`config.mk`:
```
export PLATFORM = sky130hd
export DESIGN_NAME = score_keeper
export DESIGN_NICKNAME = d
export VERILOG_FILES = /design/src/rtl/score_pkg.sv /design/src/rtl/bcd_digit_step.sv /design/src/rtl/score_keeper.sv
export SDC_FILE = /design/constraint.sdc
export NUM_CORES = 1
export LEC_CHECK = 0
export BUFFER_PORTS_ARGS = -buffer_cell sky130_fd_sc_hd__buf_2
export CAP_MARGIN = 10
export CORE_AREA = 5 5 69 71
export DETAILED_ROUTE_END_ITERATION = 8
export DIE_AREA = 0 0 74 76
export PLACE_DENSITY_LB_ADDON = 0.25
export SLEW_MARGIN = 10
export SYNTH_ARGS = -nofsm -noshare
export SYNTH_HDL_FRONTEND = slang
export SYNTH_SLANG_ARGS = --single-unit
```
`constraint.sdc`:
```
create_clock -name clk -period 3.7 [get_ports clk]
set_input_delay 0.74 -clock clk [delete_from_list [all_inputs] [get_ports clk]]
set_output_delay 0.74 -clock clk [all_outputs]
set_load 0.02 [all_outputs]
```
`src/rtl/score_pkg.sv`:
```
// rtl/score_pkg.sv - shared constants, FSM encoding and point clamp for the score keeper
package score_pkg;

  localparam int DIGIT_W = 4;

  localparam logic [DIGIT_W-1:0] BCD_MAX = 4'd9;

  // Loss message glyphs, digit0..digit3
  localparam logic [DIGIT_W-1:0] MSG_D = 4'hD;
  localparam logic [DIGIT_W-1:0] MSG_1 = 4'h1;
  localparam logic [DIGIT_W-1:0] MSG_E = 4'hE;
  localparam logic [DIGIT_W-1:0] MSG_F = 4'hF;

  typedef enum logic [1:0] {
    ST_IDLE = 2'd0,
    ST_ADD  = 2'd1,
    ST_SAT  = 2'd2
  } state_e;

  // Point values above nine are treated as nine
  function automatic logic [DIGIT_W-1:0] clamp_pts(input logic [DIGIT_W-1:0] p);
    return (p > BCD_MAX) ? BCD_MAX : p;
  endfunction

endpackage

```
`src/rtl/bcd_digit_step.sv`:
```
// rtl/bcd_digit_step.sv - one BCD digit plus a 0..9 carry-in, producing digit and decimal carry
module bcd_digit_step
  import score_pkg::*;
(
  input  logic [DIGIT_W-1:0] digit_in,
  input  logic [DIGIT_W-1:0] carry_in,
  output logic [DIGIT_W-1:0] digit_out,
  output logic               carry_out
);

  // Widest sum is 9 + 9 = 18, so one extra bit is enough
  logic [DIGIT_W:0] sum;

  assign sum       = {1'b0, digit_in} + {1'b0, carry_in};
  assign carry_out = (sum > {1'b0, BCD_MAX});
  assign digit_out = carry_out ? DIGIT_W'(sum - 5'd10) : sum[DIGIT_W-1:0];

endmodule

```
`src/rtl/score_keeper.sv`:
```
// rtl/score_keeper.sv - N-digit BCD score keeper, serial adder FSM, loss message and blanking; SCORE_KEEPER_HISCORE_EN adds a high-score register
module score_keeper
  import score_pkg::*;
#(
  parameter int NDIGITS   = 4,
  parameter int MSG_BLINK = 0,
  parameter int BLINK_W   = 24
) (
  input  logic                       clk,
  input  logic                       reset,
  input  logic                       new_game,
  input  logic                       add_valid,
  input  logic [DIGIT_W-1:0]         add_pts,
  output logic                       add_ready,
  input  logic                       game_over,
  input  logic                       show_hi,
  output logic [DIGIT_W*NDIGITS-1:0] digits,
  output logic [NDIGITS-1:0]         blank,
  output logic                       saturated,
  output logic                       busy
);

  localparam int IDX_W = $clog2(NDIGITS);

  typedef logic [NDIGITS-1:0][DIGIT_W-1:0] bcd_t;

  state_e             state_q, state_d;
  bcd_t               score_q, score_d;
  logic [DIGIT_W-1:0] carry_q, carry_d;
  logic [IDX_W-1:0]   idx_q, idx_d;
  logic               sat_q, sat_d;

  bcd_t               digits_q, disp_digits;
  logic [NDIGITS-1:0] blank_q, disp_blank;
  bcd_t               disp_src;
  logic               blink_off;

  logic [DIGIT_W-1:0] step_digit;
  logic               step_carry;
  logic               accept;

  assign add_ready = (state_q == ST_IDLE) & ~game_over & ~new_game;
  assign accept    = add_valid & add_ready;
  assign busy      = (state_q != ST_IDLE);
  assign saturated = sat_q;
  assign digits    = digits_q;
  assign blank     = blank_q;

  bcd_digit_step u_step (
    .digit_in  (score_q[idx_q]),
    .carry_in  (carry_q),
    .digit_out (step_digit),
    .carry_out (step_carry)
  );

  // FSM and score datapath registers
  always_ff @(posedge clk) begin
    if (reset) begin
      state_q <= ST_IDLE;
      score_q <= '0;
      carry_q <= '0;
      idx_q   <= '0;
      sat_q   <= 1'b0;
    end else begin
      state_q <= state_d;
      score_q <= score_d;
      carry_q <= carry_d;
      idx_q   <= idx_d;
      sat_q   <= sat_d;
    end
  end

  // Next state: serial digit-by-digit add, saturation, new_game override
  always_comb begin
    state_d = state_q;
    score_d = score_q;
    carry_d = carry_q;
    idx_d   = idx_q;
    sat_d   = sat_q;
    case (state_q)
      ST_IDLE: begin
        if (accept) begin
          state_d = ST_ADD;
          idx_d   = '0;
          // Once saturated an add is a single no-op cycle so the score never leaves all nines
          carry_d = sat_q ? '0 : clamp_pts(add_pts);
        end
      end
      ST_ADD: begin
        score_d[idx_q] = step_digit;
        if (!step_carry) begin
          state_d = ST_IDLE;
          carry_d = '0;
        end else if (idx_q == IDX_W'(NDIGITS - 1)) begin
          state_d = ST_SAT;
          carry_d = '0;
        end else begin
          idx_d   = idx_q + 1'b1;
          carry_d = DIGIT_W'(1);
        end
      end
      ST_SAT: begin
        for (int i = 0; i < NDIGITS; i++) begin
          score_d[i] = BCD_MAX;
        end
        sat_d   = 1'b1;
        state_d = ST_IDLE;
      end
      default: state_d = ST_IDLE;
    endcase
    if (new_game) begin
      state_d = ST_IDLE;
      score_d = '0;
      carry_d = '0;
      idx_d   = '0;
      sat_d   = 1'b0;
    end
  end

`ifdef SCORE_KEEPER_HISCORE_EN
  bcd_t hiscore_q;
  logic hi_done_q;

  // Capture the score once per game_over episode, on its first idle cycle
  always_ff @(posedge clk) begin
    if (reset) begin
      hiscore_q <= '0;
      hi_done_q <= 1'b0;
    end else if (!game_over) begin
      hi_done_q <= 1'b0;
    end else if ((state_q == ST_IDLE) && !hi_done_q) begin
      hi_done_q <= 1'b1;
      // Packed BCD compares correctly as a plain unsigned number
      if (score_q > hiscore_q) begin
        hiscore_q <= score_q;
      end
    end
  end

  assign disp_src = show_hi ? hiscore_q : score_q;
`else
  logic unused_show_hi;
  assign unused_show_hi = show_hi;
  assign disp_src       = score_q;
`endif

  generate
    if (MSG_BLINK != 0) begin : g_blink
      logic [BLINK_W-1:0] blink_cnt_q;
      logic               blink_off_q;

      // Blink divider runs only while the loss message is up
      always_ff @(posedge clk) begin
        if (reset || !game_over) begin
          blink_cnt_q <= '0;
          blink_off_q <= 1'b0;
        end else begin
          blink_cnt_q <= blink_cnt_q + {{(BLINK_W-1){1'b0}}, 1'b1};
          if (&blink_cnt_q) begin
            blink_off_q <= ~blink_off_q;
          end
        end
      end

      assign blink_off = blink_off_q;
    end else begin : g_steady
      assign blink_off = 1'b0;
    end
  endgenerate

  // Display mux: loss message or score with leading-zero blanking
  always_comb begin
    logic all_zero;
    disp_digits = '0;
    disp_blank  = '0;
    all_zero    = 1'b1;
    if (game_over) begin
      disp_digits[0] = MSG_D;
      disp_digits[1] = MSG_1;
      disp_digits[2] = MSG_E;
      disp_digits[3] = MSG_F;
      for (int i = 4; i < NDIGITS; i++) begin
        disp_blank[i] = 1'b1;
      end
      disp_blank[3:0] = {4{blink_off}};
    end else begin
      disp_digits = disp_src;
      for (int i = NDIGITS - 1; i >= 1; i--) begin
        all_zero      = all_zero & (disp_src[i] == '0);
        disp_blank[i] = all_zero;
      end
    end
  end

  // Registered display outputs
  always_ff @(posedge clk) begin
    if (reset) begin
      digits_q <= '0;
      blank_q  <= {{(NDIGITS-1){1'b1}}, 1'b0};
    end else begin
      digits_q <= disp_digits;
      blank_q  <= disp_blank;
    end
  end

endmodule

```
; ---- Word-level counts from Yosys, hierarchy flattened
; Index checks and enable logic that the tools add are counted.
[word_totals]
mem_count = 0
ramBits = 0
latchBits = 0
inputBits = 10
romBits = 0
register_bits = 45
elab_cells = 74
[op_classes]
multipliers = 0
eq_ne = 7
n_lt_le_gt_ge = 4
bitwise_logic = 7
n_addsub = 3
n_shift = 0
div_mod_pow = 0
n_reduce_logical = 13
n_mux = 23
[op_table]
columns = cell, n
row1 = $pmux 16 s2, 1
row2 = $mux 4, 6
row3 = $bwmux 16, 1
row4 = $mux 16, 1
row5 = $logic_not 4->1, 3
row6 = $mux 2, 6
row7 = $bmux 4 s2, 1
row8 = $demux 4 s2, 1
row9 = $pmux 2 s2, 2
row10 = $pmux 4 s2, 1
row11 = $ne 2x2->1 const B, 3
row12 = $reduce_bool 2->1, 3
row13 = $add 4x4->5, 1
row14 = $and 1x1->1, 5
row15 = $gt 5x4->1 const B, 1
row16 = $eq 2x2->1 const B, 2
row17 = $gt 4x4->1 const B, 1
row18 = $reduce_and 2->1, 2
row19 = $reduce_and 4->1, 1
row20 = $reduce_or 2->1, 2
row21 = $sub 4x4->4 const B, 1
row22 = $lt 2x3->1 const B, 1
row23 = $mux 3, 1
row24 = $ne 3x3->1 const B, 1
row25 = 7 further kinds, 9

; ---- Depth between registers and ports, before layout
; Gate-level depths: netlist of run 1.
[logic_depth]
depth_word = 7
depth_mapped = 10
depth_no_buf = 9

; ---- Modules after synthesis
; A second synthesis of run 1 with hierarchy kept.
[unflattened]
cells_unflattened = 224
area_unflattened_um2 = 2103.3
[by_module_without_submodules]
columns = module, area_per_inst_um2, n_inst, cells_per_inst, seq_area_each_um2
row1 = score_keeper, 1876.8, 1, 198, 880.8
row2 = bcd_digit_step, 226.5, 1, 26, 0.0

; ---- Worst setup path before layout of run 1
; No wires, ideal clock.
[synth_timing]
kind = register to register
startpoint = register idx_q[0]
endpoint = register idx_q[1]
required_time_ps = 3629
path_slack_ps = 814
stages_incl_launch_ff = 9
t_arrival_ps = 2815
path_buffers = 0
path_cell_list = dfxtp_1 mux4_2 ha_1 inv_1 fa_1 a221oi_4 a21oi_2 or4b_1 a21oi_1
[synth_between]
elab_chain_len = 6
elab_cells_between_ends = 12
[synth_lines]
columns = element, line_no
row1 = start: declaration, score_keeper.sv:30  ; logic [IDX_W-1:0] idx_q, idx_d;
row2 = start signal: assignment, score_keeper.sv:68  ; idx_q <= idx_d;
row3 = $bmux 4 s2, score_keeper.sv:50  ; .digit_in (score_q[idx_q]),
row4 = $mux 4 (not written as such), score_keeper.sv:50
row5 = $add 4x4->5, bcd_digit_step.sv:14  ; assign sum = {1'b0, digit_in} + {1'b0, carry_in};
row6 = $gt 5x4->1, bcd_digit_step.sv:15  ; assign carry_out = (sum > {1'b0, BCD_MAX});
row7 = $ne 2x2->1 (no source line), -
row8 = $reduce_and 4->1 (no source line), -
; Several ways; a longest one is shown, not always the timed one. The select of a mux whose other input is x is not followed.
; A chain may end at the register's enable or synchronous reset.

; ---- Worst setup path in the final report of run 1
; Same ends and word-level chain as after synthesis.

==> results of run 1 <==
## Yosys cell counts, types with 2 or more instances
library cell   n
dfxtp_1       44
nor2_1        42
nand3_1       14
ha_1          13
nor3_1        12
o21ai_0       11
a21oi_1       10
inv_1         10
clkbuf_1       9
nand2_1        9
o21a_1         7
a211oi_1       5
and2_1         5
mux4_2         4
a21o_1         3
nand2b_1       3
o311ai_0       3
o41ai_1        3
or2_2          3
a21oi_2        2
buf_2          2
mux2i_1        2
## layer usage
layer  GRT usage (%)  vias up
met3           4.881        6
met4           7.065        0
met1           22.98      848
li1                -      906
met5               0        -
met2           29.26       39
## worst max-delay path: stages (launching register included)
cell and delay, ns:
dfxtp_1 0.54, mux4_2 0.57, ha_1 0.25, inv_1 0.09
fa_1 0.56, a221oi_4 0.33, a21oi_2 0.19, or4b_1 0.52
a21oi_1 0.13
## worst max path at each step
stage                         from        to  slack (ns)  cells past startpoint
after CTS                 idx_q[0]  idx_q[1]        0.43                      8
after floorplan           idx_q[0]  idx_q[1]        0.81                      8
after detailed placement  idx_q[0]  idx_q[1]        0.46                      8
final                     idx_q[0]  idx_q[1]        0.44                      8
after global routing      idx_q[0]  idx_q[1]        0.26                      8
after global placement    idx_q[0]  idx_q[1]        0.48                      8
## state kept, by name, summed over array words and instances, names as in the netlist
name / flops
state_q: 2
blank: 3
carry_q: 4
disp_src: 16
digits: 16
idx_q: 2
saturated: 1
## power breakdown
part | total (W) | switching (W) | internal, W
logic | 0.0000715 | 0.0000474 | 0.0000241
registers | 0.000485 | 0.00000266 | 0.000483
clock network | 0.000383 | 0.000162 | 0.000221
## layout by cell type, fill, tap and decap left out, types with 2 or more instances in the layout
cell type and instances:
a211oi_1 5, a21o_1 3, a21oi_1 10, a21oi_2 2, and2_1 5, buf_2 30, clkbuf_8 6, dfxtp_1 44
ha_1 13, inv_1 10, mux2i_1 2, mux4_2 4, nand2_1 9, nand2b_1 3, nand3_1 14, nor2_1 42
nor3_1 12, o21a_1 7, o21ai_0 11, o311ai_0 3, o41ai_1 3, or2_2 3
## layout make-up
type	instances	area (µm²)
Tap cell	52	65.06
Clock buffer	6	82.58
Inverter	10	37.54
Fill cell	382	1730
Clock inverter	2	38.79
Sequential cell	44	880.8
Timing Repair Buffer	31	157.7
Multi-Input combinational cell	174	1181
## kinds of logic (layout without fill, tap and decap cells)
group,Yosys count,count (layout),synth area share [%]
buffers and inverters,24,49,4.795
AOI/OAI and AO/OA,57,57,19.07
xor gates and xnor gates,1,1,1.271
DFF,44,44,40.67
other,1,1,0.1731
and+or+nand+nor,95,95,20.51
muxes,6,6,5.084
adders and majority gates,14,14,8.435
## stage by stage
step                cell area (µm²)  cells  utilization, %  setup slack (ns)
floorplan                      2166    242               -            0.8139
global placement               2322    311           55.64            0.4850
detailed placement             2322    311           55.64            0.4585
CTS                            2444    319           58.54            0.4335
global route                   2444    319           58.54            0.2562
finish                         2444    319           58.54            0.4400
==> metrics.md, run 1 <==
| Metric | Value |
|---|---|
| Clock Tree Buf Depth | `2` |
| Max_slew headroom | `a little under half` |
| Mean post-synth cell area | `between 8 and 9 µm²` |
| CP Capture Type | `flip-flop` |
| PD cells | `384.5 nW/µm²` |
| Worst-Margin Slew | `0.7876 ns` |
| DIE HEIGHT | `76 µm` |
| CTS tree | `done` |
| Metal-1 WL | `2058 µm` |
| Final #Nets | `290` |
| Final GP Congestion | `0.8256` |
| DRC Markers | `0` |
| TritonRoute pass-1 iters | `4` |
| Hold-fix buffers at CTS | `0` |
| First-pass GRT wire length | `~8000 µm` |
| Hold depth | `2` |
| Crit Path Max Fanout | `13` |
| Die W | `between 70 and 80 µm` |
| Number of library cell types mapped by synthesis | `48` |
| Synth-to-Final Area Change | `12.82%` |
| Detailed Place HPWL | `3463 µm` |
| Seq/Total Area, Yosys | `40.67%` |
| Post-CTS setup buffer count | `0` |
| ANT nets after route | `0` |
| Minimum hold slack | `0.5038 ns` |
| Status | `finished, final reports clean` |
| Port Buffers | `30` |
| EDFF count, synth | `0` |
| Initial antenna violation count | `0` |
| Core ar. | `4174 µm²` |
| Worst hold path class | `reg2reg` |
| Highest routed layer | `met4` |
| Worst IR drop on VDD | `185.5 µV` |
| Worst hold endpoint | `state_q[0]` |
| Area leader, netlist | `dfxtp_1` |
| Initial DRC Count | `82` |
| Mapped Nets | `266` |
| RR Startpoint | `idx_q[0]` |
| Syn Inst Count | `approximately 240` |
| Pin count of the biggest net entering global routing | `19` |
| H-tree depth reported by CTS | `2` |
| # diodes | `0` |
| Final Hold Vio Count | `0` |
| Clock Latency Late Sink | `0.29 ns` |
| Cts repair resizes | `0` |
| CP startpoint kind | `flip-flop` |
| Synth top area share | `40.67%` |
| Minimum clock period | `3.260 ns` |
| Die area | `5624 µm²` |
| Via-to-Cell Ratio | `5.639` |
| Post-synthesis async set-or-reset flop share | `0%` |
| Unrepaired setup endpoints after global routing | `no` |
| CP Data Required Time | `3.92 ns` |
| Grt ovf | `0` |
| Synth top area cells | `dfxtp_1, ha_1, nor2_1` |
| Setup Viol. Count Final | `0` |
| Clock skew | `between 0.003 and 0.004 ns` |
| Synthesized area | `between 2000 and 2500 µm²` |
| Final total power | `approximately 0.00094 W` |
| Worst Hold Launch | `state_q[0]` |
| Met2 WL | `2268 µm` |
| Clock transition at the registers of the reported paths | `0.08 ns` |
| IO Pins | `33` |
| Tcrit/Tclk final | `88.11%` |
| Standard-cell rows | `24` |
| Synth Register Bits | `44` |
| Per-cell routed wire length | `14.55 µm` |
| WP data arrival | `3.48 ns` |
| Vias in the first global route | `1708` |
| Root Driver | `clkbuf_8` |
| Total GRT Usage | `18.25%` |
| Vias | `around 1800` |
| Synth warn | `0` |
| FF-to-FF path depth | `8` |
| MaxCap Viol Count | `0` |
| Final wirelength | `between 4000 and 5000 µm` |
| Clk sinks | `44` |
| Reg2reg setup slack | `~0.44 ns` |
| Fin Setup TNS | `0 ns` |
| Fraction of layout cells with a size suffix above 1 | `18.73%` |
| Fmax | `306.7 MHz` |
| Synth Flop Type | `dfxtp_1` |
| Initial Util | `between 50% and 60%` |
| Critical path class | `reg2reg` |
| CTS Buf Count | `5` |
| Wire length on met3 | `roughly 230 µm` |
| Final Max Slew Viols | `0` |
| Leak | `1.005 nW` |
| Worst reg2reg endpoint | `idx_q[1]` |
(Power assumes the default switching activity.)
==> run 2: changes to the inputs <==
Settings changed: CORE_AREA 5 5 69 71 to 5 5 67 69, DIE_AREA 0 0 74 76 to 0 0 72 74.
Clock period 3.7 ns to 3.8 ns, I/O delays scaled along.
==> run 2 against run 1 <==
Against the previous run: clock skew up 0.0016 ns; worst hold slack worse by 0.0095 ns; first-iteration DRC count up 76%; cell count down 0.63%; die area down 5.3%; clock power down 5.2%; sequential cell count unchanged; non-clock buffer count unchanged; via count up 0.89%; power down 3.6%; critical path type unchanged; critical endpoint unchanged; largest cell class unchanged; highest routed layer unchanged.
==> metrics.md, run 2 (synthesis gave the netlist of run 1 again) <==
| Metric | Value |
|---|---|
| Status | `finished, final reports clean (unchanged)` |
| Worst reg2reg endpoint | `idx_q[1] (unchanged)` |
| Worst-Margin Slew | `0.8086 ns (was 0.7876 ns)` |
| IO Pins | `33 (unchanged)` |
| Final Cell Area | `2436 µm² (was 2444 µm²)` |
| H-tree depth reported by CTS | `2 (unchanged)` |
| Detailed Place HPWL | `3562 µm (was 3463 µm)` |
| DIE HEIGHT | `74 µm (was 76 µm)` |
| Post-CTS setup buffer count | `0 (unchanged)` |
| Fin Setup TNS | `0 ns (unchanged)` |
| Setup Viol. Count Final | `0 (unchanged)` |
| Initial antenna violation count | `0 (unchanged)` |
| Fillers | `351 (was 382)` |
| CTS Buf Count | `5 (unchanged)` |
| ANT nets after route | `0 (unchanged)` |
| Tcrit/Tclk final | `87.63% (was 88.11%)` |
| Initial Util | `56.16% (was 51.89%)` |
| Root Driver | `clkbuf_8 (unchanged)` |
| Synth-to-Final Area Change | `12.48% (was 12.82%)` |
| DRC Markers | `0 (unchanged)` |
| Clock Tree Buf Depth | `2 (unchanged)` |
| Core ar. | `3856 µm² (was 4174 µm²)` |
| Multi-input gate area | `1181 µm² (unchanged)` |
| Final Hold Vio Count | `0 (unchanged)` |
| Fraction of layout cells with a size suffix above 1 | `18.73% (unchanged)` |
| Hold-fix buffers at CTS | `0 (unchanged)` |
| Worst Hold Launch | `state_q[0] (unchanged)` |
| Hold depth | `2 (unchanged)` |
| Clock transition at the registers of the reported paths | `0.09 ns (was 0.08 ns)` |
| Cts repair resizes | `0 (unchanged)` |
| Final GP Congestion | `0.8188 (was 0.8256)` |
| Commonest cells after routing, fill and taps aside | `dfxtp_1, nor2_1, buf_2, nand3_1, ha_1 (unchanged)` |
| Reg2reg setup slack | `0.47 ns (was 0.44 ns)` |
| Grt ovf | `0 (unchanged)` |
| CP startpoint kind | `flip-flop (unchanged)` |
| Max_slew headroom | `44.55% (was 45.99%)` |
| Critical path class | `reg2reg (unchanged)` |
| Worst hold endpoint | `state_q[0] (unchanged)` |
| # diodes | `0 (unchanged)` |
| Worst hold path class | `reg2reg (unchanged)` |
| Via-to-Cell Ratio | `5.726 (was 5.639)` |
| FF-to-FF path depth | `8 (unchanged)` |
| Clk sinks | `44 (unchanged)` |
| Vias in the first global route | `1699 (was 1708)` |
| Clock Latency Late Sink | `0.30 ns (was 0.29 ns)` |
| Dpl cell area | `2320 µm² (was 2322 µm²)` |
| Unrepaired setup endpoints after global routing | `no (unchanged)` |
| Pre-CTS WS | `0.4845 ns (was 0.4585 ns)` |
| Final Max Slew Viols | `0 (unchanged)` |
| MaxCap Viol Count | `0 (unchanged)` |
| Port Buffers | `30 (unchanged)` |
| Initial DRC Count | `144 (was 82)` |
| Minimum clock period | `3.330 ns (was 3.260 ns)` |
| PD cells | `371.9 nW/µm² (was 384.5 nW/µm²)` |
| Die area | `5328 µm² (was 5624 µm²)` |
| WP data arrival | `3.55 ns (was 3.48 ns)` |
| TritonRoute pass-1 iters | `4 (unchanged)` |
| CP Capture Type | `flip-flop (unchanged)` |
| FF/Latch Area | `880.8 µm² (unchanged)` |
| Crit Path Max Fanout | `13 (unchanged)` |
| Worst setup margin | `0.4702 ns (was 0.4400 ns)` |
| Final #Nets | `290 (unchanged)` |
| Commonest non-fill, non-tap cell in the layout | `dfxtp_1 (unchanged)` |
| CTS tree | `done (unchanged)` |
| RR Startpoint | `idx_q[0] (unchanged)` |
| Standard-cell rows | `23 (was 24)` |
| Vias | `1815 (was 1799)` |
| Worst IR drop on VDD | `259.1 µV (was 185.5 µV)` |
| Clock skew | `0.005621 ns (was 0.003987 ns)` |
| First-pass GRT wire length | `8204 µm (was 8045 µm)` |
| Die W | `72 µm (was 74 µm)` |
| Fmax | `300.3 MHz (was 306.7 MHz)` |
| Leak | `1.002 nW (was 1.005 nW)` |
| CP Data Required Time | `4.02 ns (was 3.92 ns)` |
| Final wirelength | `4832 µm (was 4640 µm)` |
| Total GRT Usage | `19.70% (was 18.25%)` |
| Pin count of the biggest net entering global routing | `19 (unchanged)` |
| Per-cell routed wire length | `15.24 µm (was 14.55 µm)` |
-- run 2: layout make-up --
type	instances	share of cell area, %
multi-input cells	174	48.48
flip-flops and latches	44	36.16
repair buffers	31	6.471
clock buffers	5	2.825
well taps	50	2.568
clock inverters	3	1.952
inverters	10	1.541
-- run 2: routing by layer --
layer	global-route usage [%]	share of wire [%]	vias to the layer above	wire length, µm
met3	5.000	6.6	9	317
li1	-	-	911	-
met4	6.472	1.7	0	84
met5	0	0	-	0
met2	32.86	48	59	2331
met1	25.15	43	836	2098
-- run 2: through the flow --
step | util [%] | cells | power, W | hold slack (ns)
after floorplan | - | 242 | 0.0005325 | 0.4475
after global placement | 60.16 | 309 | 0.0005518 | 0.4728
after detailed placement | 60.16 | 309 | 0.0005532 | 0.4790
after CTS | 63.17 | 317 | 0.0009078 | 0.4950
after global routing | 63.17 | 317 | 0.0009439 | 0.5068
final | 63.17 | 317 | 0.0009059 | 0.4944
-- run 2: worst max path at each step --
stage | startpoint | endpoint | slack (ns) | depth (start not counted)
after CTS | idx_q[0] | idx_q[1] | 0.46 | 8
after floorplan | idx_q[0] | idx_q[1] | 0.91 | 8
final | idx_q[0] | idx_q[1] | 0.47 | 8
after global placement | idx_q[0] | idx_q[1] | 0.59 | 8
after detailed placement | idx_q[0] | idx_q[1] | 0.48 | 8
after global routing | idx_q[0] | idx_q[1] | 0.28 | 8
-- run 2: worst max-delay path: stages, from the launching register on --
cell	delay (ns)
dfxtp_1	0.56
mux4_2	0.59
ha_1	0.25
inv_1	0.09
fa_1	0.55
a221oi_4	0.33
a21oi_2	0.20
or4b_1	0.55
a21oi_1	0.14
-- run 2: power by group --
part / internal, W / switching, W
combinational: 0.0000235 / 0.0000466
clock: 0.000198 / 0.000165
sequential: 0.000470 / 0.00000265
total: 0.000691 / 0.000215
==> run 3: changes to the inputs <==
Settings changed: CORE_AREA 5 5 67 69 to 5 5 66 68, DIE_AREA 0 0 72 74 to 0 0 71 73, SKIP_LAST_GASP set to 1, SYNTH_HIERARCHICAL set to 1.
==> run 3 against run 2 <==
Against the previous run: worst setup slack improved by 0.038 ns; cell count fell by 4.7%; sequential power barely moved; via count fell by 8.4%; wire length fell by 11%; die area fell by 2.7%; design area fell by 2.3%; sequential cell count did not move.
==> metrics.md, run 3 <==
| Metric | Value |
|---|---|
| Synth warn | `6 (was 0)` |
| Worst setup margin | `0.5085 ns (was 0.4702 ns)` |
| # diodes | `0 (unchanged)` |
| Top cell by count, worst path | `ha_1` |
| Count leader, synth | `dfxtp_1 (unchanged)` |
| CP startpoint kind | `flip-flop (unchanged)` |
| Initial antenna violation count | `0 (unchanged)` |
| Final wirelength | `4279 µm (was 4832 µm)` |
| EDFF count, synth | `0 (unchanged)` |
| Final GP Congestion | `0.8563 (was 0.8188)` |
| Fmax | `303.8 MHz (was 300.3 MHz)` |
| Pre-CTS WS | `0.5877 ns (was 0.4845 ns)` |
| Hold-fix buffers at CTS | `0 (unchanged)` |
| Clock Tree Buf Depth | `2 (unchanged)` |
| Crit-path max cell delay | `0.54 ns (was 0.59 ns)` |
| Clk sinks | `44 (unchanged)` |
| Synth Flop Type | `dfxtp_1 (unchanged)` |
| Final core utilization | `62.68% (was 63.17%)` |
| Per-cell routed wire length | `14.17 µm (was 15.24 µm)` |
| PD cells | `381.7 nW/µm² (was 371.9 nW/µm²)` |
| Port Buffers | `30 (unchanged)` |
| WP data arrival | `3.53 ns (was 3.55 ns)` |
| Commonest cells in the netlist | `dfxtp_1, nor2_1, inv_1, ha_1 (was dfxtp_1, nor2_1, nand3_1, ha_1, nor3_1)` |
| Fraction of layout cells with a size suffix above 1 | `21.43% (was 18.73%)` |
| Seq/Total Area, Yosys | `41.88% (was 40.67%)` |
| Crit Path Max Fanout | `8 (was 13)` |
| Mean post-synth cell area | `9.390 µm² (was 8.950 µm²)` |
| Clock Latency Late Sink | `0.30 ns (about the same)` |
| CP Capture Type | `flip-flop (unchanged)` |
| Critical path class | `reg2reg (unchanged)` |
| Fin Setup TNS | `0 ns (unchanged)` |
| Via-to-Cell Ratio | `5.507 (was 5.726)` |
| Initial Util | `55.37% (was 56.16%)` |
| Final total power | `0.0009088 W (was 0.0009059 W)` |
| Synth top area share | `41.88% (was 40.67%)` |
| CTS tree | `done (unchanged)` |
| Root Driver | `clkbuf_8 (unchanged)` |
| Die W | `71 µm (was 72 µm)` |
| Commonest non-fill, non-tap cell in the layout | `dfxtp_1 (unchanged)` |
| Tcrit/Tclk final | `86.62% (was 87.63%)` |
| Initial DRC Count | `127 (was 144)` |
| Synth Register Bits | `44 (unchanged)` |
| Detailed Place HPWL | `3166 µm (was 3562 µm)` |
| Final Hold Vio Count | `0 (unchanged)` |
| TritonRoute pass-1 iters | `4 (unchanged)` |
| Minimum hold slack | `0.4794 ns (was 0.4944 ns)` |
| Standard-cell rows | `23 (unchanged)` |
| Worst IR drop on VDD | `176.2 µV (was 259.1 µV)` |
| Commonest cells after routing, fill and taps aside | `dfxtp_1, nor2_1, buf_2, inv_1, ha_1 (was dfxtp_1, nor2_1, buf_2, nand3_1, ha_1)` |
| Final Max Slew Viols | `0 (unchanged)` |
| Number of library cell types mapped by synthesis | `44 (was 48)` |
| Post-synthesis async set-or-reset flop share | `0% (unchanged)` |
| Vias in the first global route | `1642 (was 1699)` |
| DIE HEIGHT | `73 µm (was 74 µm)` |
| CTS Buf Count | `5 (unchanged)` |
| Worst-Margin Slew | `0.5213 ns (was 0.8086 ns)` |
| CP Data Required Time | `4.04 ns (was 4.02 ns)` |
| H-tree depth reported by CTS | `2 (unchanged)` |
| Cts repair resizes | `0 (unchanged)` |
| Top delay family on crit path | `multiplexers (was adder cells)` |
| Minimum clock period | `3.292 ns (was 3.330 ns)` |
| DRC Markers | `0 (unchanged)` |
| Syn Inst Count | `224 (was 242)` |
| Pin count of the biggest net entering global routing | `20 (was 19)` |
| Mapped Nets | `248 (was 266)` |
| Synth-to-Final Area Change | `13.21% (was 12.48%)` |
| Total GRT Usage | `18.07% (was 19.70%)` |
| Setup Viol. Count Final | `0 (unchanged)` |
| MaxCap Viol Count | `0 (unchanged)` |
| CP bufs+invs | `1 (unchanged)` |
| Worst path slowest cell | `mux4_2 (unchanged)` |
| Core ar. | `3799 µm² (was 3856 µm²)` |
| Synthesized area | `2103 µm² (was 2166 µm²)` |
| IO Pins | `33 (unchanged)` |
| Status | `finished, final reports clean (unchanged)` |
| Vias | `1663 (was 1815)` |
| Die area | `5183 µm² (was 5328 µm²)` |
| Area leader, netlist | `dfxtp_1 (unchanged)` |
| Clock transition at the registers of the reported paths | `0.09 ns (about the same)` |
| Max_slew headroom | `64.88% (was 44.55%)` |
| Cell Chain, Critical Path | `buf_4, mux4_2, ha_1, xor2_1, ha_1, a31o_1, o311ai_4, mux2i_1, a22oi_1, nor2_1 (was mux4_2, ha_1, inv_1, fa_1, a221oi_4, a21oi_2, or4b_1, a21oi_1)` |
| Leak | `1.004 nW (was 1.002 nW)` |
| Grt ovf | `0 (unchanged)` |
| Synth top area cells | `dfxtp_1, ha_1, nor2_1 (unchanged)` |
| Final #Nets | `275 (was 290)` |
| Worst hold path class | `reg2reg (unchanged)` |
| Unrepaired setup endpoints after global routing | `no (unchanged)` |
| First-pass GRT wire length | `7431 µm (was 8204 µm)` |
| Clock skew | `0.004996 ns (was 0.005621 ns)` |
| ANT nets after route | `0 (unchanged)` |
| Post-CTS setup buffer count | `0 (unchanged)` |
run 3: changes by cell type in the layout (fill, tap and decap cells not counted), moves of 4 or more:
cell / before / now
a22oi_1: 0 / 9
inv_1: 10 / 15
o221a_2: 0 / 4
a211oi_1: 5 / 0
o21a_1: 7 / 1
nand3_1: 14 / 4
o21ai_0: 11 / 6
and3b_1: 0 / 4
a221oi_1: 0 / 4
nor3_1: 12 / 6
run 3: cells by family (layout without fill, tap and decap cells):
family,count (synthesis),after routing,synth area share [%]
and+or+nand+nor,82,82,19.39
AOI/OAI and AO/OA,48,48,17.91
DFF,44,44,41.88
buffers and inverters,26,54,5.413
adders and majority gates,14,14,8.686
muxes,7,7,5.711
xor gates and xnor gates,2,2,0.8330
other,1,1,0.1783
run 3: layer usage:
layer / part of all wire, % / vias to the layer above / track usage (%) / routed length, µm
met5: 0 / - / 0 / 0
met4: 2.8 / 0 / 8.559 / 120
met3: 5.0 / 13 / 4.132 / 212
met2: 47 / 33 / 29.45 / 2014
met1: 45 / 775 / 22.72 / 1931
li1: - / 842 / - / -
run 3: layout make-up:
type                    instances  area [µm²]
fillers                       339        1418
multi-input cells             154        1109
flip-flops and latches         44       880.8
repair buffers                 31       157.7
clock buffers                   5       68.82
well taps                      50       62.56
inverters                      15       56.30
clock inverters                 3       46.29
run 3: final timing paths:
| check | startpoint | to | slack, ns | depth (start not counted) |
|---|---|---|---|---|
| setup reg to reg | idx_q[0] | disp_src[10] | 0.51 | 10 |
| hold reg to reg | carry_q[3] | carry_q[3] | 0.48 | 2 |
| hold / removal | carry_q[3] | carry_q[3] | 0.48 | 2 |
| setup / recovery | idx_q[0] | disp_src[10] | 0.51 | 10 |
run 3: through the flow:
stage | area, µm² | instances
after floorplan | 2103 | 224
after global placement | 2266 | 294
after detailed placement | 2266 | 294
after CTS | 2381 | 302
after global routing | 2381 | 302
final | 2381 | 302
run 3: report_power, final:
| part | switching, W | total [W] | internal (W) |
|---|---|---|---|
| Combinational | 0.0000443 | 0.0000677 | 0.0000234 |
| Sequential | 0.00000256 | 0.000473 | 0.000470 |
| Clock | 0.000171 | 0.000369 | 0.000198 |
| Total | 0.000217 | 0.000909 | 0.000691 |
run 3: tightest hold or removal path, stage by stage, from the launching register on:
cell and delay, ns:
dfxtp_1 0.32, nand3_1 0.06, a21oi_1 0.05
